==> src/rtl/dac_spi_tx_if.sv <==
// rtl/dac_spi_tx_if.sv - Start/word handshake and DAC SPI pin bundle for dac_spi_tx
interface dac_spi_tx_if #(
   parameter int FRAME_BITS = 24
);
   logic                  start;
   logic [FRAME_BITS-1:0] word;
   logic                  busy;
   logic                  done;
   logic                  dac_cs_n;
   logic                  dac_sclk;
   logic                  dac_mosi;

   modport master (
      output start, word,
      input  busy, done, dac_cs_n, dac_sclk, dac_mosi
   );

   modport slave (
      input  start, word,
      output busy, done, dac_cs_n, dac_sclk, dac_mosi
   );
endinterface

==> src/rtl/dac_spi_tx.sv <==
// rtl/dac_spi_tx.sv - Mode-0 SPI serialiser for the 24-bit DAC command word
// One chip-select framed, MSB-first frame per accepted start, followed by a fixed cs_n-high gap.
module dac_spi_tx #(
   parameter int CLK_DIV    = 2,
   parameter int GAP_CYCLES = 4,
   parameter int FRAME_BITS = 24
) (
   input logic         clk,
   input logic         rst,
   dac_spi_tx_if.slave bus
);
   localparam int DIV_W = (CLK_DIV > 1) ? $clog2(CLK_DIV) : 1;
   localparam int BIT_W = (FRAME_BITS > 1) ? $clog2(FRAME_BITS) : 1;
   localparam int GAP_W = (GAP_CYCLES > 1) ? $clog2(GAP_CYCLES) : 1;
   localparam logic [DIV_W-1:0] DIV_LAST = DIV_W'(CLK_DIV - 1);
   localparam logic [BIT_W-1:0] BIT_LAST = BIT_W'(FRAME_BITS - 1);
   localparam logic [GAP_W-1:0] GAP_LAST = GAP_W'(GAP_CYCLES - 1);

   typedef enum logic [1:0] {
      IDLE,
      SHIFT,
      HOLD,
      GAP
   } state_t;

   state_t                state_q, state_d;
   logic [FRAME_BITS-1:0] shift_q, shift_d;
   logic [DIV_W-1:0]      div_q, div_d;
   logic [BIT_W-1:0]      bit_q, bit_d;
   logic [GAP_W-1:0]      gap_q, gap_d;
   logic                  busy_q, busy_d;
   logic                  done_q, done_d;
   logic                  cs_n_q, cs_n_d;
   logic                  sclk_q, sclk_d;
   logic                  mosi_q, mosi_d;
   logic                  div_end;
   logic                  accept;

   assign div_end = (div_q == DIV_LAST);

   always_comb begin
      state_d = state_q;
      shift_d = shift_q;
      div_d   = div_q;
      bit_d   = bit_q;
      gap_d   = gap_q;
      busy_d  = busy_q;
      done_d  = 1'b0;
      cs_n_d  = cs_n_q;
      sclk_d  = sclk_q;
      mosi_d  = mosi_q;
      accept  = 1'b0;

      case (state_q)
         IDLE: begin
            accept = bus.start;
         end
         SHIFT: begin
            div_d = div_q + 1'b1;
            if (div_end) begin
               div_d = '0;
               if (!sclk_q) begin
                  sclk_d = 1'b1;
               end else if (bit_q == BIT_LAST) begin
                  sclk_d  = 1'b0;
                  state_d = HOLD;
               end else begin
                  // Next bit is presented only on the falling SCLK edge.
                  sclk_d  = 1'b0;
                  bit_d   = bit_q + 1'b1;
                  shift_d = shift_q << 1;
                  mosi_d  = shift_q[FRAME_BITS-2];
               end
            end
         end
         HOLD: begin
            div_d = div_q + 1'b1;
            if (div_end) begin
               div_d   = '0;
               cs_n_d  = 1'b1;
               done_d  = 1'b1;
               mosi_d  = 1'b0;
               gap_d   = '0;
               state_d = GAP;
            end
         end
         GAP: begin
            gap_d = gap_q + 1'b1;
            if (gap_q == GAP_LAST) begin
               gap_d   = '0;
               busy_d  = 1'b0;
               state_d = IDLE;
               // A start held high reuses this edge so frames run back-to-back.
               accept  = bus.start;
            end
         end
         default: begin
            state_d = IDLE;
         end
      endcase

      if (accept) begin
         state_d = SHIFT;
         shift_d = bus.word;
         mosi_d  = bus.word[FRAME_BITS-1];
         cs_n_d  = 1'b0;
         sclk_d  = 1'b0;
         busy_d  = 1'b1;
         div_d   = '0;
         bit_d   = '0;
         gap_d   = '0;
      end
   end

   always_ff @(posedge clk or posedge rst) begin
      if (rst) begin
         state_q <= IDLE;
         shift_q <= '0;
         div_q   <= '0;
         bit_q   <= '0;
         gap_q   <= '0;
         busy_q  <= 1'b0;
         done_q  <= 1'b0;
         cs_n_q  <= 1'b1;
         sclk_q  <= 1'b0;
         mosi_q  <= 1'b0;
      end else begin
         state_q <= state_d;
         shift_q <= shift_d;
         div_q   <= div_d;
         bit_q   <= bit_d;
         gap_q   <= gap_d;
         busy_q  <= busy_d;
         done_q  <= done_d;
         cs_n_q  <= cs_n_d;
         sclk_q  <= sclk_d;
         mosi_q  <= mosi_d;
      end
   end

   assign bus.busy     = busy_q;
   assign bus.done     = done_q;
   assign bus.dac_cs_n = cs_n_q;
   assign bus.dac_sclk = sclk_q;
   assign bus.dac_mosi = mosi_q;
endmodule

==> src/flat_wrapper.sv <==
// flat-port wrapper written by rule: the top's interface ports become plain ports
module dac_spi_tx_flat 
#(
   parameter int CLK_DIV    = 2,
   parameter int GAP_CYCLES = 4,
   parameter int FRAME_BITS = 24
)
  (clk, rst, bus_start, bus_word, bus_busy, bus_done, bus_dac_cs_n, bus_dac_sclk, bus_dac_mosi);
  dac_spi_tx_if #(.FRAME_BITS(FRAME_BITS)) bus_i ();
  input logic clk;
  input logic rst;
  input wire logic [$bits(bus_i.start)-1:0] bus_start;
  input wire logic [$bits(bus_i.word)-1:0] bus_word;
  output wire logic [$bits(bus_i.busy)-1:0] bus_busy;
  output wire logic [$bits(bus_i.done)-1:0] bus_done;
  output wire logic [$bits(bus_i.dac_cs_n)-1:0] bus_dac_cs_n;
  output wire logic [$bits(bus_i.dac_sclk)-1:0] bus_dac_sclk;
  output wire logic [$bits(bus_i.dac_mosi)-1:0] bus_dac_mosi;
  assign bus_i.start = bus_start;
  assign bus_i.word = bus_word;
  assign bus_busy = bus_i.busy;
  assign bus_done = bus_i.done;
  assign bus_dac_cs_n = bus_i.dac_cs_n;
  assign bus_dac_sclk = bus_i.dac_sclk;
  assign bus_dac_mosi = bus_i.dac_mosi;
  dac_spi_tx #(.CLK_DIV(CLK_DIV), .GAP_CYCLES(GAP_CYCLES), .FRAME_BITS(FRAME_BITS)) u_core (.clk(clk), .rst(rst), .bus(bus_i));
endmodule
==> config.mk <==
export PLATFORM = sky130hd
export DESIGN_NAME = dac_spi_tx_flat
export DESIGN_NICKNAME = d
export VERILOG_FILES = /design/src/rtl/dac_spi_tx_if.sv /design/src/rtl/dac_spi_tx.sv /design/src/flat_wrapper.sv
export SDC_FILE = /design/constraint.sdc
export NUM_CORES = 1
export LEC_CHECK = 0
export CORE_MARGIN = 3
export CORE_UTILIZATION = 53
export DETAILED_ROUTE_END_ITERATION = 16
export GPL_TIMING_DRIVEN = 0
export PLACE_DENSITY = 0.79
export SLEW_MARGIN = 20
export SYNTH_ARGS = -nofsm -noshare
export SYNTH_HDL_FRONTEND = slang
export SYNTH_SLANG_ARGS = --single-unit
==> constraint.sdc <==
create_clock -name clk -period 2.8 [get_ports clk]
set_input_delay 0.42 -clock clk [delete_from_list [all_inputs] [get_ports clk]]
set_output_delay 0.42 -clock clk [all_outputs]
set_load 0.03 [all_outputs]
==> run metrics <==
initial antenna violation count=0; share of layout cells above drive strength 1=0.0992; fin crit period=2.27 ns; area delta synth->final=24.0%; CTS tree=done; clk root buf=clkbuf_8; adder and majority gate portion of the synthesized area=0.0570; Max FO, Critical Path=10; clock slew at reported path FFs=0.07 ns; EDFF count, synth=0; Post-CTS Resized=0; Post-CTS Hold Fix Bufs=0; CP endpoint=u_core.shift_q[20]; Placed Instance Area=2370 sq um; Worst Skew=0.00394 ns; Die W=67.0 microns; CP endpoint kind=register; CORE AREA=3470 sq um; Crit Reg-Reg Endpoint=u_core.shift_q[20]; setup TNS=0 ns; Worst EP arrival=2.47 ns; CTS sink cnt=38; number of diodes=0; most common cell in the netlist=nand2_1; Leakage=1.12 nW; CTS Buffer Depth=2; HPWL after DPL=2980 microns; Post-CTS Setup Inserts=0; max-slew violation count=0; Async SR Flop Fraction=1.00; DRC viols=0; total power=0.00265 W; Simple-Gate Fraction of Synth Area=0.213; pwr dens=1080 nW/um^2; RSZ-0062 raised after global routing=no; Die Height=67.0 microns; area of the die=4490 sq um; Compound-Gate Fraction of Synth Area=0.147; total number of vias=1,610; CTS Buf Count=5; worst vdd ir=573 uV; vias per cell=5.40; initial DRC count=143; Yosys cell types=41; CTS H-Tree Depth=2; Hold Path Class=in2async; Routed WL=4070 microns; reg-to-reg startpoint=u_core.state_q[0]; Top FF cell, synth=dfrtp_1; post-synthesis xor/xnor area fraction=0.0177; PortBufs=31; Yosys top cell area share=0.469; Clk Latency, worst-skew pair=0.28 ns; router iterations before antenna repair=4; register area share after synthesis=0.482; Required @ worst endpoint=3.00 ns; status=finished, final reports clean; Slew headroom=0.703; NumNets Final=288; kind of critical path=reg2reg; Worst Setup Start Kind=register; first-pass GRT wire length=7040 microns; YS warnings=0; synthesized flop and latch total=38; mux share of post-synthesis cell area=0.0209; Yosys top cell by area=dfrtp_1; Mapped Area=1970 sq um; final non-filler cell total=298; Final ANT Viol Nets=0; worst slew pin tran=0.445 ns; Fin. Hold Viols=0; Row Count=21; syn nets=249; final setup fails=0; final core utilization=0.706; crit path launch=u_core.state_q[0]; initial core utilization=0.569; vias in the first global route=1,566; maxcap violations=0; R2R setup slack=0.53 ns; largest family of logic cells by synthesized area=simple AND/OR/NAND/NOR gates; drt wl/cell=13.7 microns; Global Route Usage Sum=0.209; cells after synthesis=213; placed cell count=291; Highest Clock Rate=0.440 GHz; largest net degree at the start of global routing=24; final RePlAce weighted congestion=0.823; final instance area=2450 sq um; Tcrit/Tclk final=0.812; synthesized area per cell=9.27 sq um; commonest cells in the netlist=nand2_1, dfrtp_1, nor2_1, a31oi_1; total gr overflow=0; R2R cell count=7; synth top area cells=dfrtp_1, nand2_1, a31oi_1; Ports=32
[worst max-delay path, stage by stage, from the launching register on]
cell	delay, ns
dfrtp_1	0.45
inv_1	0.12
ha_1	0.36
nand2b_4	0.17
nor2_1	0.36
clkbuf_1	0.41
nand2_1	0.12
a31oi_1	0.20
[sequential cells by signal, indices dropped and copies added, names as in the netlist]
| register | cells |
|---|---|
| u_core.bus.dac_cs_n | 1 |
| u_core.state_q | 2 |
| u_core.shift_q | 23 |
| u_core.bus.dac_sclk | 1 |
| u_core.bus.done | 1 |
| u_core.bus.busy | 1 |
| u_core.bit_q | 5 |
| u_core.gap_q | 2 |
| u_core.bus.dac_mosi | 1 |
| u_core.div_end | 1 |
[placed cells by master (no fill, tap or decap), types with 3 or more instances in the layout]
| cell type | n |
|---|---|
| a31oi_1 | 20 |
| clkbuf_8 | 5 |
| nand2_1 | 51 |
| buf_2 | 4 |
| inv_1 | 8 |
| nor2_1 | 32 |
| mux2i_1 | 3 |
| ha_1 | 9 |
| dfrtp_1 | 37 |
| buf_6 | 3 |
| clkdlybuf4s50_1 | 31 |
| a32o_1 | 3 |
| a21oi_1 | 3 |
[how the worst min path moves through the flow]
stage          slack (ns)                  to  cells past startpoint
6_report             0.42   u_core.shift_q[4]                      2
3_3_place_gp         0.46     u_core.bus.busy                      2
5_1_grt              0.46  u_core.shift_q[22]                      2
4_1_cts              0.43   u_core.shift_q[4]                      2
2_1_floorplan        0.46   u_core.shift_q[0]                      2
3_5_place_dp         0.48     u_core.bus.busy                      2
[cell families after synthesis]
group           after synthesis
simple gates                 98
compound gates               39
flops                        38
buf+inv                      21
fa+ha+maj                     9
xor+xnor                      4
mux                           4
[stage by stage]
stage | hold slack (ns) | setup WS [ns]
floorplan | 0.458 | 0.823
global placement | 0.460 | 0.604
detailed placement | 0.478 | 0.505
CTS | 0.433 | 0.509
global route | 0.463 | 0.292
finish | 0.425 | 0.525
[report_power, final]
group	switching, W	total, W	internal [W]
Sequential	0.000169	0.000973	0.000803
Combinational	0.000729	0.00133	0.000603
Clock	0.000178	0.000345	0.000167
[per-layer routing]
layer | share of wire | track usage | routed length (microns) | vias to the layer above
met3 | 0.055 | 0.0354 | 226 | 7
met2 | 0.46 | 0.329 | 1880 | 45
met1 | 0.47 | 0.281 | 1900 | 761
met5 | 0 | 0 | 0 | -
li1 | - | - | - | 797
met4 | 0.016 | 0.0886 | 64 | 0
[area by class of cell]
class / instances / area (sq um)
clock inverters: 2 / 10.0
fillers: 285 / 1020
flip-flops and latches: 38 / 952
plain buffers: 12 / 88.8
inverters: 9 / 33.8
well taps: 46 / 57.6
repair buffers: 32 / 338
clock buffers: 5 / 68.8
multi-input cells: 154 / 900
(Power assumes the default switching activity.)
